$ cat config.mk
export PLATFORM = sky130hd
export DESIGN_NAME = arbitro_rodada
export DESIGN_NICKNAME = d
export VERILOG_FILES = /design/src/rtl/arbitro_rodada.sv
export SDC_FILE = /design/constraint.sdc
export NUM_CORES = 1
export LEC_CHECK = 0
export CORE_MARGIN = 2
export CORE_UTILIZATION = 62
export CTS_CLUSTER_DIAMETER = 60
export CTS_CLUSTER_SIZE = 40
export DETAILED_ROUTE_END_ITERATION = 10
export PLACE_DENSITY = 0.92
export SLEW_MARGIN = 10
export SYNTH_ARGS = -nofsm -noshare
export SYNTH_HDL_FRONTEND = slang
export SYNTH_SLANG_ARGS = --single-unit
$ cat constraint.sdc
create_clock -name clock -period 3.3 [get_ports clock]
set_clock_uncertainty 0.15 [all_clocks]
set_input_delay 0.495 -clock clock [delete_from_list [all_inputs] [get_ports clock]]
set_output_delay 0.495 -clock clock [all_outputs]
set_load 0.03 [all_outputs]
$ cat src/rtl/arbitro_rodada.sv
// Round referee for the two-player reaction duel: random arming delay, go, winner pulse, match end.
// Define FOUL_DETECT_EN to judge presses made before go as false starts.
module arbitro_rodada #(
    parameter int DELAY_MIN  = 50_000_000,
    parameter int DLY_BITS   = 26,
    parameter int TIMEOUT    = 250_000_000,
    parameter int HOLD       = 25_000_000,
    parameter int WIN_TARGET = 8
) (
    input  logic clock,
    input  logic reset,
    input  logic start,
    input  logic btn1,
    input  logic btn2,
    output logic go,
    output logic p1vic,
    output logic p2vic,
    output logic match_over
);

    typedef enum logic [2:0] {
        S_IDLE,
        S_RELEASE,
        S_ARMED,
        S_GO,
        S_RESULT,
        S_END
    } state_t;

    localparam logic [3:0]  TARGET   = 4'(WIN_TARGET);
    localparam logic [31:0] DMIN     = 32'(DELAY_MIN);
    localparam logic [31:0] TOUT     = 32'(TIMEOUT);
    localparam logic [31:0] HOLD_CY  = 32'(HOLD);
    // DLY_BITS may exceed the 16-bit lfsr; the missing upper bits read as zero.
    localparam logic [31:0] DLY_MASK = 32'((64'd1 << DLY_BITS) - 64'd1);

    state_t      state;
    logic [15:0] lfsr;
    logic [31:0] lfsr_ext;
    logic        btn1_q, btn2_q;
    logic        press1, press2;
    logic        dec_p1, dec_p2, dec_void;
    logic [31:0] count;
    logic [3:0]  wins1, wins2;

    assign lfsr_ext = {16'd0, lfsr};
    assign press1   = btn1 & ~btn1_q;
    assign press2   = btn2 & ~btn2_q;

    // NOTE: sequential state uses <= so every register sees pre-edge values of its peers.
    always_ff @(posedge clock or negedge reset) begin
        if (!reset) begin
            lfsr   <= 16'hACE1;
            btn1_q <= 1'b0;
            btn2_q <= 1'b0;
        end else begin
            lfsr   <= {lfsr[14:0], lfsr[15] ^ lfsr[13] ^ lfsr[12] ^ lfsr[10]};
            btn1_q <= btn1;
            btn2_q <= btn2;
        end
    end

    // NOTE: every output gets a default first so no path leaves a latch behind.
    always_comb begin
        dec_p1   = 1'b0;
        dec_p2   = 1'b0;
        dec_void = 1'b0;
        if (state == S_GO) begin
            dec_p1   = press1 & ~press2;
            dec_p2   = press2 & ~press1;
            dec_void = press1 & press2;
        end
`ifdef FOUL_DETECT_EN
        else if (state == S_ARMED) begin
            dec_p1   = press2 & ~press1;
            dec_p2   = press1 & ~press2;
            dec_void = press1 & press2;
        end
`endif
    end

    always_ff @(posedge clock or negedge reset) begin
        if (!reset) begin
            state      <= S_IDLE;
            count      <= '0;
            wins1      <= '0;
            wins2      <= '0;
            go         <= 1'b0;
            p1vic      <= 1'b0;
            p2vic      <= 1'b0;
            match_over <= 1'b0;
        end else begin
            p1vic <= 1'b0;
            p2vic <= 1'b0;
            if (dec_p1 || dec_p2) begin
                state <= S_RESULT;
                go    <= 1'b0;
                count <= HOLD_CY;
                p1vic <= dec_p1;
                p2vic <= dec_p2;
                if (dec_p1 && wins1 != TARGET) wins1 <= wins1 + 4'd1;
                if (dec_p2 && wins2 != TARGET) wins2 <= wins2 + 4'd1;
            end else if (dec_void) begin
                state <= S_RELEASE;
                go    <= 1'b0;
            end else begin
                case (state)
                    S_IDLE: begin
                        if (start) state <= S_RELEASE;
                    end
                    S_RELEASE: begin
                        if (!btn1 && !btn2) begin
                            count <= DMIN + (lfsr_ext & DLY_MASK);
                            state <= S_ARMED;
                        end
                    end
                    S_ARMED: begin
                        if (count <= 32'd1) begin
                            state <= S_GO;
                            go    <= 1'b1;
                            count <= TOUT;
                        end else begin
                            count <= count - 32'd1;
                        end
                    end
                    S_GO: begin
                        if (count <= 32'd1) begin
                            state <= S_IDLE;
                            go    <= 1'b0;
                        end else begin
                            count <= count - 32'd1;
                        end
                    end
                    S_RESULT: begin
                        if (count <= 32'd1) begin
                            if (wins1 == TARGET || wins2 == TARGET) begin
                                state      <= S_END;
                                match_over <= 1'b1;
                            end else begin
                                state <= S_IDLE;
                            end
                        end else begin
                            count <= count - 32'd1;
                        end
                    end
                    default: ;
                endcase
            end
        end
    end

endmodule

Word level (Yosys, flattened, before mapping):

Cells that the tools add are included.

* logic and storage cells: 89
* output and inout bits: 4
* input bits: 5
* flip-flop bits (word level): 65

* reduce and logical (&&, ||, !) cells: 18
* bitwise logic cells: 14
* add/sub/neg operators: 4
* equal/unequal tests: 16
* $lt $le $gt $ge: 1
* muxes and demuxes: 25

Operator list (number)
* $mux W32: 5
* $pmux W32 S3: 1
* $le A32 B1 Y1 const B: 1
* $sub A32 B1 Y32 const B: 1
* $add A26 B16 Y27 const A: 1
* $mux W3: 8
* $ne A4 B4 Y1 const B: 6
* $pmux W3 S5: 1
* $mux W1: 9
* $add A4 B1 Y4 const B: 2
* $eq A4 B4 Y1 const B: 2
* $reduce_bool A4 Y1: 2
* $reduce_bool A7 Y1: 1
* $eq A3 B2 Y1 const B: 2
* $ne A3 B3 Y1 const B: 2
* $not A1 Y1: 6
* $reduce_and A6 Y1: 1
* $and A1 B1 Y1: 5
* $reduce_and A5 Y1: 1
* $ne A4 B2 Y1 const B: 1
* $reduce_and A2 Y1: 2
* $reduce_and A4 Y1: 1
* $eq A3 B1 Y1 const B: 1
* $eq A3 B3 Y1 const B: 1
* other kinds (9): 15

Longest topological paths before layout:

* word-level depth: 8
* depth in mapped cells: 9
* depth with buffers taken out: 8

Least setup slack after synthesis:

OpenSTA, ideal clock, no wires.

* path kind: register -> register
* from: register count[18]
* to: register count[28]
* path buffers: 1
* clock period less this slack: 3.024 ns
* data arrival time: 2.791 ns
* required time: 3.067 ns
* setup time: 0.083 ns
* stages on the path, launching flop included: 8
* setup slack: 0.276 ns
* cell sequence: dfrtp_1 > or4_4 > or4_4 > buf_6 > or4_4 > or3_1 > or3_1 > o21ai_0

* word-level cells in the longest chain between the ends: 5
* elaborated cells between the ends (all ways): 9

RTL lines
* start, declared: line 43 `logic [31:0] count;`
* start signal, assigned: line 113 `count <= DMIN + (lfsr_ext & DLY_MASK);`
* start signal, assigned: line 123 `count <= count - 32'd1;`
* start signal, assigned: line 131 `count <= count - 32'd1;`
* $sub A32 B1 Y32 / $le A32 B1 Y1 (equally long branches)
* $mux W32 (on tied branches): line 127, 135, 118
* $pmux W32 S3: line 107 `case (state)`
* $mux W32: line 103 `end else if (dec_void) begin`
* $mux W32: line 95 `if (dec_p1 || dec_p2) begin`

Several ways; a longest one is shown, not always the timed one. The select of a mux whose other input is x is not followed.
A chain may end at the register's enable or synchronous reset.

Worst setup path after layout:

* from: register count[18]
* to: register count[1]

* word-level cells in the longest chain between the ends: 5
* elaborated cells between the ends (all ways): 7

RTL lines
* $le A32 B1 Y1 *: line 118, 127, 135
* $mux W32: line 118 `if (count <= 32'd1) begin`
* $pmux W32 S3: line 107
* $mux W32: line 103
* $mux W32: line 95

Every way passes the cells marked *; elsewhere a longest branch is shown, timed or not. The select of a mux whose other input is x is not followed.

==> flow_summary.yaml <==
timing:
  max_freq_ghz: 0.318
  post-route-period-util_pct: 95.3
  drv_slew: 0
  fin_crit_ns: 3.14
  hold_ws_ns: 0.226
  tns_ns: 0
  worstMarginPinSlew_ns: 0.783
  relSlewSlack_pct: 47.6
  hold_viol: 0
  rsz0062_at_grt: "no"
  setup-violations-final: 0
hold_path:
  holdPathStages: 0
  hold_path_end: "lfsr[6]"
  worstHoldPathType: "reg -> reg"
  hold_start: "lfsr[5]"
cts:
  clk_latency_ns: 0.35
  numCtsBuffers: 9
  ctsHtreeMaxLevel: 3
  tritoncts: "done"
  clockBufferDepth: 2
  clk_pin_slew_worst_paths_ns: 0.08
  cts_root_buffer: "clkbuf_8"
  postCtsSetupRepairBufs: 0
  clkSinkCount: 65
worst_setup_path:
  crit_top_cell: "or4_4"
  worst_path_max_delay_cell: "or4_4"
  cp-start-kind: "register"
  crit_path_end_kind: "register"
  path_class: "reg -> reg"
  reg2regPathDepth: 7
  r2r_start: "count[18]"
  cp.arrival_ns: 3.21
  reg2reg_slack_ns: 0.16
  cp-startpoint: "count[18]"
  cp_data_required_time_ns: 3.37
  path_cells: "or4_4 -> or4_4 -> or3_2 -> o21ai_1 -> buf_4 -> a2bb2oi_1 -> o22ai_1"
  reg2reg_to: "count[1]"
  slowest_delay_ns: 0.60
  path_max_fanout: 8
floorplan:
  coreArea_um2: 5570
  initial_core_util_pct: 65.1
  die_h_um: 80.5
  io_pins: 9
  fp.dieW_um: 80.5
  num_rows: 27
  fp.dieArea_um2: 6480
pwr:
  irDropWorstVdd_uv: 544
  swShare_pct: 42.5
  switching_power_mw: 1.62
  clkPwrFrac_pct: 21.7
  seqPwrFrac_pct: 32.3
  p_per_area_nw_per_um2: 934
  p_leak_nw: 1.67
  p_comb_share_pct: 46.0
  internal_power_mw: 2.19
global_routing:
  grt_pass1_wl_um: 14600
  grt_max_degree: 49
  grt_overflow: 0
  grtUsageTotal_pct: 30.1
  grt_pass1_vias: 3031
  met1_usage_pct: 41.3
  antenna_found_initial: 0
  grtUsageMet2_pct: 44.8
  met3_usage_pct: 6.85
  busiest_layer: "met2"
place:
  port_buffers: 8
  hpwl_um: 6180
  routabilityCongestion: 0.942
  placed_area_um2: 3830
  place_inst: 463
final_layout:
  design_area_um2: 4090
  drive_gt1_share_pct: 15.4
  diodes: 0
  nets: 415
  area_growth_pct: 12.6
  final_util_pct: 73.3
  fin_cells: 480
routing:
  drt-initial-drc-count: 471
  wl_per_cell_um: 18.5
  wirelength_um: 8860
  first_pass_iters: 5
  ant_nets: 0
  vias: 3278
  avgViaCountPerCell: 6.83
  detail_route.drc_violations: 0
synthesis:
  synthArstFlopShare_pct: 100
  yosysWarnings: 0
  syn-num-nets: 397
  netlist_instances: 385
  ys_seq_area_share_pct: 45.1
  synth-edff-count: 0
  avgSynthCellArea_um2: 9.42
  netlist_area_um2: 3630
  ys_types: 57
  ys_ff_latch: 65
  synth_ff_type: "dfrtp_1"
status:
  status: "complete, no violations"
job:
  max_cap_violations: 0
[registers in the layout (all words and copies together) (netlist names)]
signal,cells
count,32
lfsr,16
wins1,4
wins2,4
state,3
btn1_q,1
btn2_q,1
go,1
match_over,1
p1vic,1
p2vic,1
[cells in the final DEF (no fill, tap or decap), types with 4 or more instances in the layout]
master | synthesis | routed
clkbuf_8 | 0 | 9
o2bb2ai_1 | 7 | 7
nor4_1 | 10 | 10
or2_2 | 9 | 9
nor2b_1 | 5 | 5
o22a_1 | 7 | 7
nand3_1 | 12 | 12
ha_1 | 7 | 7
or3_1 | 8 | 8
o21ai_0 | 27 | 27
a31oi_1 | 8 | 8
inv_1 | 15 | 15
and3_1 | 5 | 5
dfrtp_1 | 57 | 57
dfstp_2 | 8 | 8
o22ai_1 | 5 | 5
nor2_1 | 28 | 28
a21o_1 | 6 | 6
o21a_1 | 5 | 5
nor3_1 | 19 | 19
xnor2_1 | 14 | 14
nand2_1 | 16 | 16
xor2_1 | 4 | 4
nand4_1 | 5 | 5
clkdlybuf4s50_1 | 0 | 7
a21oi_1 | 28 | 28
buf_4 | 0 | 13
nand2b_1 | 7 | 7
[cell usage after synthesis (3+ instances only)]
library cell / instances / share of area, %
dfrtp_1: 57 / 39
a21oi_1: 28 / 3.9
nor2_1: 28 / 2.9
o21ai_0: 27 / 3.7
nor3_1: 19 / 2.6
nand2_1: 16 / 1.7
inv_1: 15 / 1.6
xnor2_1: 14 / 3.4
clkbuf_1: 12 / 1.2
nand3_1: 12 / 1.7
nor4_1: 10 / 1.7
or2_2: 9 / 1.6
a31oi_1: 8 / 1.4
dfstp_2: 8 / 5.8
or3_1: 8 / 1.4
ha_1: 7 / 2.4
nand2b_1: 7 / 1.2
o22a_1: 7 / 1.7
o2bb2ai_1: 7 / 1.7
a21o_1: 6 / 1.2
and3_1: 5 / 0.86
nand4_1: 5 / 0.86
nor2b_1: 5 / 0.86
o21a_1: 5 / 1.0
o22ai_1: 5 / 0.86
xor2_1: 4 / 0.97
a22o_1: 3 / 0.72
a2bb2oi_1: 3 / 0.72
mux2_2: 3 / 0.93
o31ai_1: 3 / 0.62
or4_1: 3 / 0.62
or4_4: 3 / 0.93
[cells by family (layout without fill, tap and decap cells)]
group	after synthesis	in the layout	synth area share (%)
AOI/OAI and AO/OA	119	119	21.7
xor gates and xnor gates	18	18	4.34
adders and majority gates	7	7	2.41
buffers and inverters	30	53	3.38
DFF	65	65	45.1
muxes	3	3	0.931
and+or+nand+nor	143	143	22.2
[through the flow]
stage               setup slack (ns)  total power, mW
floorplan                      0.276             2.42
global placement               0.255             2.86
detailed placement             0.192             2.93
CTS                            0.181             3.77
global route                  0.0342             4.06
finish                         0.156             3.82
[critical path, delay by kind of cell (launching register included)]
family | cells | cell delay [ns]
flops | 1 | 0.40
compound gates | 3 | 0.57
simple gates | 3 | 1.68
buf+inv | 1 | 0.19
[metal layers]
metal  vias to the layer above  share of wire, %
met4                         0               3.2
met1                      1586                43
met5                         -                 0
met2                       181                45
li1                       1476                 -
met3                        35               8.7
[how the worst max path moves through the flow]
stage | to | slack (ns) | depth (start not counted)
6_report | count[1] | 0.16 | 7
4_1_cts | count[1] | 0.18 | 7
2_1_floorplan | count[28] | 0.28 | 7
3_3_place_gp | count[1] | 0.26 | 7
3_5_place_dp | count[1] | 0.19 | 7
5_1_grt | count[20] | 0.03 | 8
[timing repair]
item	in CTS	in global routing
resized for setup	0	1
hold endpoints to repair	17	0
hold buffers	1	0
endpoints found under the setup margin	0	1
[power by group through the flow]
stage / sequential (mW) / combinational, mW / clock [mW]
4_1_cts: 1.22 / 1.72 / 0.833
3_5_place_dp: 1.23 / 1.70 / 0
3_3_place_gp: 1.21 / 1.65 / 0
2_1_floorplan: 1.16 / 1.26 / 0
6_report: 1.23 / 1.75 / 0.829
5_1_grt: 1.26 / 1.93 / 0.871
[final cells by class]
class                   instances  area (um2)
multi-input cells             290        1880
clock inverters                 7         119
well taps                      72        90.1
flip-flops and latches         65        1640
inverters                      15        56.3
fillers                       372        1490
repair buffers                 22         183
clock buffers                   9         124
Note: power is estimated with default switching activity, not from simulation.
